<file path="src/rtl/cmd_frontend_pkg.sv">
// cmd_frontend_pkg
//   Shared definitions for the DDR4 command front-end:
//   - bit positions of the 19-entry one-hot command vector
//   - front-end state encoding
//   - default geometry (row width, bank-group/bank widths, columns, burst length)
//   - helper that builds a one-hot command vector from a bit index
package cmd_frontend_pkg;

  localparam int NUM_CMDS = 19;

  localparam int CMD_WRA   = 0;
  localparam int CMD_WR    = 1;
  localparam int CMD_WRAS4 = 2;
  localparam int CMD_WRS4  = 3;
  localparam int CMD_RDA   = 4;
  localparam int CMD_RD    = 5;
  localparam int CMD_RDAS4 = 6;
  localparam int CMD_PRE   = 7;
  localparam int CMD_PREA  = 8;
  localparam int CMD_MRS   = 9;
  localparam int CMD_REF   = 10;
  localparam int CMD_SRE   = 11;
  localparam int CMD_SRX   = 12;
  localparam int CMD_PDE   = 13;
  localparam int CMD_PDX   = 14;
  localparam int CMD_ZQCL  = 15;
  localparam int CMD_ZQCS  = 16;
  localparam int CMD_NOP   = 17;
  localparam int CMD_ACT   = 18;

  localparam int DEF_ADDRWIDTH = 17;
  localparam int DEF_BGWIDTH   = 2;
  localparam int DEF_BAWIDTH   = 2;
  localparam int DEF_COLS      = 1024;
  localparam int DEF_BL        = 8;

  typedef logic [NUM_CMDS-1:0] cmd_vec_t;

  typedef enum logic [1:0] {
    IDLE    = 2'd0,
    BURST   = 2'd1,
    AUTOPRE = 2'd2
  } state_t;

  function automatic cmd_vec_t cmd_onehot(input int idx);
    cmd_vec_t v;
    v      = '0;
    v[idx] = 1'b1;
    return v;
  endfunction

endpackage

</file>
<file path="src/rtl/cmd_frontend_burst_addr_gen.sv">
// burst_addr_gen
//   Beat counter and per-beat column generator for RD/WR bursts.
//   A load captures the starting column and burst mode; each advance steps
//   one beat, wrapping the low column bits in sequential burst order
//   (mod BL for a full burst, mod 4 inside the aligned quad for BC4).
// Ports:
//   clk, rst       clock, synchronous active-low reset
//   halt           freezes all internal state
//   load           start a burst at start_col (bc4 selects the chopped length)
//   advance        step to the next beat
//   start_col      beat-0 column
//   column         registered column of the current beat
//   last           current beat is the final beat of the burst
module burst_addr_gen
  import cmd_frontend_pkg::*;
#(
  parameter int COLS = DEF_COLS,
  parameter int BL   = DEF_BL
) (
  input  logic                      clk,
  input  logic                      rst,
  input  logic                      halt,
  input  logic                      load,
  input  logic                      advance,
  input  logic                      bc4,
  input  logic [$clog2(COLS)-1:0]   start_col,
  output logic [$clog2(COLS)-1:0]   column,
  output logic                      last
);

  localparam int CW = $clog2(COLS);
  localparam int BW = $clog2(BL);

  logic [CW-1:0] base_q;
  logic [BW-1:0] beat_q;
  logic [BW-1:0] beat_n;
  logic          bc4_q;
  logic [CW-1:0] col_next;

  assign beat_n = beat_q + BW'(1);
  assign last   = (beat_q == (bc4_q ? BW'(3) : BW'(BL-1)));

  // Only the low bits of the start column rotate; the upper bits stay fixed
  // so the burst never leaves its aligned block.
  always_comb begin
    col_next = base_q;
    if (bc4_q) begin
      col_next[1:0] = base_q[1:0] + beat_n[1:0];
    end else begin
      col_next[BW-1:0] = base_q[BW-1:0] + beat_n;
    end
  end

  always_ff @(posedge clk) begin
    if (!rst) begin
      base_q <= '0;
      beat_q <= '0;
      bc4_q  <= 1'b0;
      column <= '0;
    end else if (!halt) begin
      if (load) begin
        base_q <= start_col;
        beat_q <= '0;
        bc4_q  <= bc4;
        column <= start_col;
      end else if (advance) begin
        beat_q <= beat_n;
        column <= col_next;
      end
    end
  end

endmodule

</file>
<file path="src/rtl/cmd_frontend.sv">
// cmd_frontend
//   DDR4 command-pin decoder feeding a bank group. Pins are sampled every
//   non-halted cycle and turned into a registered one-hot command vector.
//   RD/WR hold their command bit for the whole burst while the column steps
//   per beat; an auto-precharge burst ends with a single PRE pulse. Commands
//   arriving during a burst are discarded and flagged on cmd_drop. CKE edges
//   produce self-refresh / power-down entry and exit commands.
// Ports:
//   clk, rst                       clock, synchronous active-low reset
//   cs_n act_n ras_n cas_n we_n    command pins (ras/cas/we are A16..A14 on ACT)
//   cke                            clock enable pin
//   bg_in, ba_in, a                bank group, bank and address pins
//   halt                           freeze everything, ignore pins
//   commands                       one-hot command vector
//   bg, ba, row, column            registered target address
//   busy                           burst or auto-precharge in progress
//   cmd_drop                       one-cycle pulse on a discarded command
module cmd_frontend
  import cmd_frontend_pkg::*;
#(
  parameter int ADDRWIDTH = DEF_ADDRWIDTH,
  parameter int BGWIDTH   = DEF_BGWIDTH,
  parameter int BAWIDTH   = DEF_BAWIDTH,
  parameter int COLS      = DEF_COLS,
  parameter int BL        = DEF_BL
) (
  input  logic                     clk,
  input  logic                     rst,
  input  logic                     cs_n,
  input  logic                     act_n,
  input  logic                     ras_n,
  input  logic                     cas_n,
  input  logic                     we_n,
  input  logic                     cke,
  input  logic [BGWIDTH-1:0]       bg_in,
  input  logic [BAWIDTH-1:0]       ba_in,
  input  logic [13:0]              a,
  input  logic                     halt,
  output logic [NUM_CMDS-1:0]      commands,
  output logic [BGWIDTH-1:0]       bg,
  output logic [BAWIDTH-1:0]       ba,
  output logic [ADDRWIDTH-1:0]     row,
  output logic [$clog2(COLS)-1:0]  column,
  output logic                     busy,
  output logic                     cmd_drop
);

  state_t   state;
  logic     cke_q;
  logic     sr_latched;
  logic     ap_q;

  logic [2:0]  rcw;
  logic [16:0] act_addr;
  logic        bc4;
  cmd_vec_t    dec_cmd;
  logic        dec_valid;
  logic        dec_rdwr;
  logic        dec_ref;
  logic        dec_act;
  logic        cke_fall;
  logic        cke_rise;
  logic        burst_load;
  logic        burst_adv;
  logic        burst_last;

  assign rcw      = {ras_n, cas_n, we_n};
  assign act_addr = {ras_n, cas_n, we_n, a};
  assign bc4      = ~a[12];
  assign cke_fall = cke_q & ~cke;
  assign cke_rise = ~cke_q & cke;

  // Pin decode. dec_valid marks a real command (not DES/NOP); only those
  // update the bank target or count as drops while busy.
  always_comb begin
    dec_cmd   = '0;
    dec_valid = 1'b0;
    dec_rdwr  = 1'b0;
    dec_ref   = 1'b0;
    dec_act   = 1'b0;
    if (!cs_n) begin
      dec_valid = 1'b1;
      if (!act_n) begin
        dec_cmd = cmd_onehot(CMD_ACT);
        dec_act = 1'b1;
      end else begin
        case (rcw)
          3'b000: dec_cmd = cmd_onehot(CMD_MRS);
          3'b001: begin
            dec_cmd = cmd_onehot(CMD_REF);
            dec_ref = 1'b1;
          end
          3'b010: dec_cmd = a[10] ? cmd_onehot(CMD_PREA) : cmd_onehot(CMD_PRE);
          3'b100: begin
            dec_rdwr = 1'b1;
            if (bc4) dec_cmd = a[10] ? cmd_onehot(CMD_WRAS4) : cmd_onehot(CMD_WRS4);
            else     dec_cmd = a[10] ? cmd_onehot(CMD_WRA)   : cmd_onehot(CMD_WR);
          end
          3'b101: begin
            // A chopped read keeps its plain RD bit; only the auto-precharge
            // form carries the extra RDAS4 flag alongside RDA.
            dec_rdwr = 1'b1;
            if (a[10]) dec_cmd = bc4 ? (cmd_onehot(CMD_RDA) | cmd_onehot(CMD_RDAS4))
                                     : cmd_onehot(CMD_RDA);
            else       dec_cmd = cmd_onehot(CMD_RD);
          end
          3'b110: dec_cmd = a[10] ? cmd_onehot(CMD_ZQCL) : cmd_onehot(CMD_ZQCS);
          default: begin
            dec_cmd   = cmd_onehot(CMD_NOP);
            dec_valid = 1'b0;
          end
        endcase
      end
    end
  end

  assign burst_load = (state == IDLE) && cke && cke_q && dec_rdwr;
  assign burst_adv  = (state == BURST) && !burst_last;

  burst_addr_gen #(
    .COLS (COLS),
    .BL   (BL)
  ) u_burst_addr_gen (
    .clk       (clk),
    .rst       (rst),
    .halt      (halt),
    .load      (burst_load),
    .advance   (burst_adv),
    .bc4       (bc4),
    .start_col (a[$clog2(COLS)-1:0]),
    .column    (column),
    .last      (burst_last)
  );

  // Front-end state machine with registered outputs. CKE edges take priority
  // over the pin decode in IDLE; while busy, the only effect of a real
  // command is the cmd_drop pulse.
  always_ff @(posedge clk) begin
    if (!rst) begin
      state      <= IDLE;
      commands   <= '0;
      bg         <= '0;
      ba         <= '0;
      row        <= '0;
      busy       <= 1'b0;
      cmd_drop   <= 1'b0;
      sr_latched <= 1'b0;
      cke_q      <= 1'b1;
      ap_q       <= 1'b0;
    end else if (!halt) begin
      cke_q    <= cke;
      cmd_drop <= 1'b0;
      case (state)
        IDLE: begin
          commands <= '0;
          busy     <= 1'b0;
          if (cke_fall) begin
            commands <= dec_ref ? cmd_onehot(CMD_SRE) : cmd_onehot(CMD_PDE);
            if (dec_ref) sr_latched <= 1'b1;
          end else if (cke_rise) begin
            commands   <= sr_latched ? cmd_onehot(CMD_SRX) : cmd_onehot(CMD_PDX);
            sr_latched <= 1'b0;
          end else if (cke) begin
            commands <= dec_cmd;
            if (dec_valid) begin
              bg <= bg_in;
              ba <= ba_in;
            end
            if (dec_act) row <= ADDRWIDTH'(act_addr);
            if (dec_rdwr) begin
              state <= BURST;
              busy  <= 1'b1;
              ap_q  <= a[10];
            end
          end
        end
        BURST: begin
          if (dec_valid) cmd_drop <= 1'b1;
          if (burst_last) begin
            if (ap_q) begin
              state    <= AUTOPRE;
              commands <= cmd_onehot(CMD_PRE);
            end else begin
              state    <= IDLE;
              commands <= '0;
              busy     <= 1'b0;
            end
          end
        end
        AUTOPRE: begin
          if (dec_valid) cmd_drop <= 1'b1;
          state    <= IDLE;
          commands <= '0;
          busy     <= 1'b0;
        end
        default: begin
          state    <= IDLE;
          commands <= '0;
          busy     <= 1'b0;
        end
      endcase
    end
  end

endmodule
</file>
<file path="config.mk">
export PLATFORM = sky130hd
export DESIGN_NAME = cmd_frontend
export DESIGN_NICKNAME = d
export VERILOG_FILES = /design/src/rtl/cmd_frontend_pkg.sv /design/src/rtl/cmd_frontend_burst_addr_gen.sv /design/src/rtl/cmd_frontend.sv
export SDC_FILE = /design/constraint.sdc
export NUM_CORES = 1
export LEC_CHECK = 0
export CORE_UTILIZATION = 53
export CTS_CLUSTER_SIZE = 40
export DETAILED_ROUTE_END_ITERATION = 16
export HOLD_SLACK_MARGIN = 0.12
export PLACE_DENSITY_LB_ADDON = 0.1
export SYNTH_ARGS = -nofsm -noshare
export SYNTH_HDL_FRONTEND = slang
export SYNTH_SLANG_ARGS = --single-unit
</file>
<file path="constraint.sdc">
create_clock -name clk -period 2.55 [get_ports clk]
set_input_delay 0.255 -clock clk [delete_from_list [all_inputs] [get_ports clk]]
set_output_delay 0.255 -clock clk [all_outputs]
set_load 0.01 [all_outputs]
</file>
Word-level counts from Yosys, hierarchy flattened. Index checks and enable logic that the tools add are counted.

Register bits: 71. Input port bits: 27. Output and inout bits: 52.

Add/sub/neg operators: 3. Equality and inequality tests: 15. Multiplexer cells: 55. Bitwise operators: 8. Reductions and logical operators: 21.

Operators by type and width (number): $mux W19 (6); $pmux W18 S6 (1); $pmux W19 S2 (1); $reduce_and A6 Y1 (4); $mux W1 (23); $mux W10 (2); $mux W17 (1); $mux W2 (8); $mux W15 (1); $mux W14 (1); $mux W7 (2); $ne A2 B2 Y1 const B (7); $eq A3 B3 Y1 const B (3); $mux W3 (3); $mux W9 (1); $mux W4 (2); $mux W8 (1); $not A1 Y1 (6); $reduce_and A2 Y1 (3); $reduce_or A6 Y1 (1); $logic_and A1 B1 Y1 (4); $pmux W2 S2 (1); $reduce_and A4 Y1 (1); $reduce_bool A2 Y1 (2); other kinds (15) (17).

Longest topological paths before layout.
Depth in word-level cells: 10. Depth in mapped cells: 8. Gate-level depth less buffers: 8.

Hierarchy. From an unflattened synthesis, not the netlist that was laid out.

Cell total of the unflattened synthesis: 364. Area, all modules: 3170.5 µm².

Modules (own cells, without submodules): cmd_frontend (times used 1, cells each 243, area each 2048.2 µm², seq. area each 940.9 µm²); burst_addr_gen (times used 1, cells each 121, area each 1122.3 µm², seq. area each 480.5 µm²).

Worst setup path after synthesis. Ideal clock, no wire load.

Path type: flip-flop to flip-flop. Start: register u_burst_addr_gen.beat_q[0]. End: register u_burst_addr_gen.column[2]. Library setup time: 0.126 ns. Arrival: 1.567 ns. Path slack: 0.856 ns. Stages on the path, launching flop included: 8. Path buffers: 0. Period minus slack after synthesis: 1.694 ns. Cells stage by stage: dfxtp_1 ha_1 inv_1 fa_1 xor3_1 nor2_1 xnor2_1 o211ai_1.

Longest elaborated chain between the ends: 5. Elaborated cells between the ends (all ways): 10. Those cells by class: add/sub (2); eq/ne (1); mux (3); reduce/logical (4).

RTL lines: from (decl) (RTL line cmd_frontend_burst_addr_gen.sv:35) `logic [BW-1:0] beat_q;`; from (signal assigned) (RTL line cmd_frontend_burst_addr_gen.sv:67) `beat_q <= beat_n;`; $add A3 B1 Y3 or $eq A3 B3 Y1 (tied branches) (RTL line cmd_frontend_burst_addr_gen.sv:40, cmd_frontend_burst_addr_gen.sv:41); $add A3 B3 Y3 or $logic_not A1 Y1 (tied branches) (RTL line cmd_frontend_burst_addr_gen.sv:50, cmd_frontend.sv:118); $mux W1 or $logic_and A1 B1 Y1 (tied branches) (RTL line cmd_frontend_burst_addr_gen.sv:47, cmd_frontend.sv:118); $mux W10 or $reduce_bool A2 Y1 (tied branches); $mux W10 or $reduce_and A2 Y1 (tied branches); to (signal assigned) (RTL line cmd_frontend_burst_addr_gen.sv:65) `column <= start_col;`; to (signal assigned) (RTL line cmd_frontend_burst_addr_gen.sv:68) `column <= col_next;`; to (decl) (RTL line cmd_frontend_burst_addr_gen.sv:27) `output logic [$clog2(COLS)-1:0] column,`.

Several ways; a longest one is shown, not always the timed one. The select of a mux whose other input is x is not followed. A chain may end at the register's enable or synchronous reset.

Worst setup path in the final report.
Start: register u_burst_addr_gen.beat_q[0]. End: register commands[2].

Longest elaborated chain between the ends: 3.

RTL lines: $eq A3 B3 Y1 (RTL line cmd_frontend_burst_addr_gen.sv:41) `assign last = (beat_q == (bc4_q ? BW'(3) : BW'(BL-1)));`; $ne A2 B2 Y1 (no line); $reduce_and A2 Y1 (no line); to (signal assigned) (RTL line cmd_frontend.sv:158) `commands <= dec_ref ? cmd_onehot(CMD_SRE) : cmd_onehot(CMD_PDE);`; to (signal assigned) (RTL line cmd_frontend.sv:161) `commands <= sr_latched ? cmd_onehot(CMD_SRX) : cmd_onehot(CMD_PDX);`; to (signal assigned) (RTL line cmd_frontend.sv:164) `commands <= dec_cmd;`; to (decl) (RTL line cmd_frontend.sv:39) `output logic [NUM_CMDS-1:0] commands,`.

No other way between the ends.

==> results.cfg <==
[power]
seqPwrFrac = 0.498
p_comb_frac = 0.092
leakagePower_uw = 0.00148
swShare = 0.252
power_switching_uw = 570
ir_drop_mv = 0.432
p_int_uw = 1690
power.density_mw_per_mm2 = 528
pwr-share-clk = 0.410

[grt]
grt_util_all_layers = 0.283
antenna_found_initial = 0
overflow = 0
grt_max_degree = 38
grt_pass1_vias = 2858
grt_first_pass_wirelength_mm = 13.7

[place]
io_buffers = 78
place_area_mm2 = 0.00408
gp_congestion = 0.912
place_ws_ns = 0.289
dp_hpwl_mm = 5.89

[layout]
drive_gt1_frac = 0.0869
seqCellArea_mm2 = 0.00142
nFillCells = 449
multi_input_area_mm2 = 0.00161
fin_nets = 501
diodes = 0
design_area_mm2 = 0.00429
areaGrowthSynthToFinish_pct = 34.1

[timing]
finalSetupTns_ns = 0
grt_setup_unrepaired = false
finalCritPeriodShare = 0.791
clock_skew_ns = 0.00953
hold_viol = 0
timing.final.ws_setup_ns = 0.534
worst_pin_slew_ns = 0.648
fin_crit_ns = 2.02
slew_headroom = 0.567
finalSetupViolCount = 0
slew_viol_final = 0
fmaxAchievable_ghz = 0.496

[clocking]
clock_latency_ns = 0.36
cts_buffers = 9
cts_hold_buf = 0
post-cts-setup-buffers = 0
clock_sinks = 71
cts.path.max_buffers = 2
cts_tree = built
clock_tree.root_cell = clkbuf_8
htree_levels = 3
cts_resized = 0
path_clk_slew_ns = 0.08

[synth]
ys.flop_type = dfxtp_1
syn_area_mm2 = 0.00320
syn_area_per_cell_um2 = 8.24
ys_types = 50
ys_seq_elements = 71
ys_async_sr_fraction = 0
ys_seq_area_frac = 0.445
synth_edf_count = 0
synth_nets = 422
yosysWarningCount = 0
syn_inst = 388

[drt]
routed_wl_mm = 8.44
ant_nets = 0
vias = 3162
drt_iter0_drc = 274
drt_drc_violations_left = 0
avgViaCountPerCell = 5.81
drtPass1Iterations = 5
wl_per_cell_um = 15.5

[critical_path]
max_stage_delay_ns = 0.48
arrival_ns = 2.29
cp-start-kind = flip-flop
cp_max_fo = 8
slowest_stage = o21ai_1
path_class = reg -> reg
crit_required_ns = 2.82
endpoint_kind = flip-flop
path_cells = ha_1, inv_1, o21ai_1, buf_4, nand4b_1, o22ai_1

[floorplanning]
die-width_um = 79.7
dieHeight_um = 79.7
io_pins = 79
std_cell_rows = 27
coreArea_mm2 = 0.00568
initial_core_util = 0.563
die_area_mm2 = 0.00635

[run]
drv_cap = 0

[outcome]
run_status = complete, no violations

[worst_hold_path]
worstHoldPathType = reg -> reg
[cell usage after synthesis (3+ instances only)]
master,number,share of area
a211oi_1,3,0.0070
a21oi_1,50,0.078
a311oi_1,8,0.022
and3_1,3,0.0059
buf_2,9,0.014
clkbuf_1,17,0.020
dfxtp_1,71,0.44
ha_1,6,0.023
inv_1,10,0.012
mux2i_1,5,0.016
nand2_1,64,0.075
nand3_1,37,0.058
nand3b_1,5,0.012
nand4_1,4,0.0078
nand4b_1,8,0.022
nor2_1,14,0.016
nor3_1,11,0.017
o211ai_1,3,0.0070
o21ai_0,16,0.025
o22ai_1,5,0.0098
or4_1,4,0.0094
[sequential cells by signal, summed over array words and instances, names as in the netlist]
signal                   flops
ap_q                         1
ba                           2
bg                           2
busy                         1
cke_q                        1
cmd_drop                     1
commands                    19
row                         17
sr_latched                   1
state                        2
u_burst_addr_gen.base_q     10
u_burst_addr_gen.bc4_q       1
u_burst_addr_gen.beat_q      3
u_burst_addr_gen.column     10
[through the flow]
stage / utilization / power [µW] / hold WS, ns / std cells
after CTS: 0.755 / 2270 / 0.459 / 544
after global placement: 0.719 / 1360 / 0.441 / 528
after global routing: 0.755 / 2340 / 0.479 / 544
final: 0.755 / 2260 / 0.460 / 544
after floorplan: - / 1250 / 0.351 / 388
after detailed placement: 0.719 / 1360 / 0.448 / 528
[routing by layer]
| metal | vias to the layer above | part of all wire | track usage |
|---|---|---|---|
| met5 | - | 0 | 0 |
| met4 | 0 | 0.019 | 0.120 |
| met3 | 13 | 0.064 | 0.0617 |
| met2 | 124 | 0.44 | 0.415 |
| met1 | 1481 | 0.47 | 0.396 |
| li1 | 1544 | - | - |
[layout make-up]
type	count	share of cell area
multi-input combinational	277	0.374
sequential	71	0.332
timing repair buffer	97	0.215
clock buffer	10	0.0321
tap	72	0.0210
clock inverter	6	0.0158
inverter	11	0.00963
[power by group through the flow]
stage	Sequential (µW)	Clock, µW	Combinational (µW)
finish	1130	928	209
global route	1130	986	226
CTS	1130	934	206
detailed placement	1150	0	205
global placement	1150	0	203
floorplan	1160	0	92.5
[worst max-delay path, delay by kind of cell, from the launching register on]
| kind | cells | cell delay [ns] |
|---|---|---|
| buffers and inverters | 2 | 0.34 |
| flip-flops | 1 | 0.40 |
| AND/OR/NAND/NOR | 1 | 0.18 |
| adder cells (fa/ha/maj) | 1 | 0.33 |
| AO/OA/AOI/OAI | 2 | 0.70 |
[placed cells by master, fill, tap and decap left out, types with 3 or more instances in the layout]
| cell | count |
|---|---|
| nand4b_1 | 8 |
| clkbuf_8 | 10 |
| clkdlybuf4s50_1 | 78 |
| a21oi_1 | 50 |
| buf_4 | 19 |
| ha_1 | 6 |
| nand3_1 | 37 |
| inv_1 | 10 |
| nor2_1 | 14 |
| or4_1 | 4 |
| o211ai_1 | 3 |
| nand3b_1 | 5 |
| o22ai_1 | 5 |
| and3_1 | 3 |
| a211oi_1 | 3 |
| mux2i_1 | 5 |
| nor3_1 | 11 |
| nand2_1 | 64 |
| a311oi_1 | 8 |
| nand4_1 | 4 |
| o21ai_0 | 16 |
| dfxtp_1 | 71 |
[path summary, 6_finish.rpt]
kind	end	slack [ns]	from	cells past startpoint
setup / recovery	commands[2]	0.53	u_burst_addr_gen.beat_q[0]	6
hold / removal	u_burst_addr_gen.base_q[8]	0.46	u_burst_addr_gen.base_q[8]	2
setup reg to reg	commands[2]	0.53	u_burst_addr_gen.beat_q[0]	6
hold reg to reg	u_burst_addr_gen.base_q[8]	0.46	u_burst_addr_gen.base_q[8]	2
[cells by family after synthesis]
group,count (synthesis),share of synthesized area
compound gates,95,0.173
fa+ha+maj,7,0.0297
flops,71,0.445
buf+inv,40,0.0532
simple gates,166,0.268
xor+xnor,4,0.0157
mux,5,0.0157
Note: power is estimated with default switching activity, not from simulation.
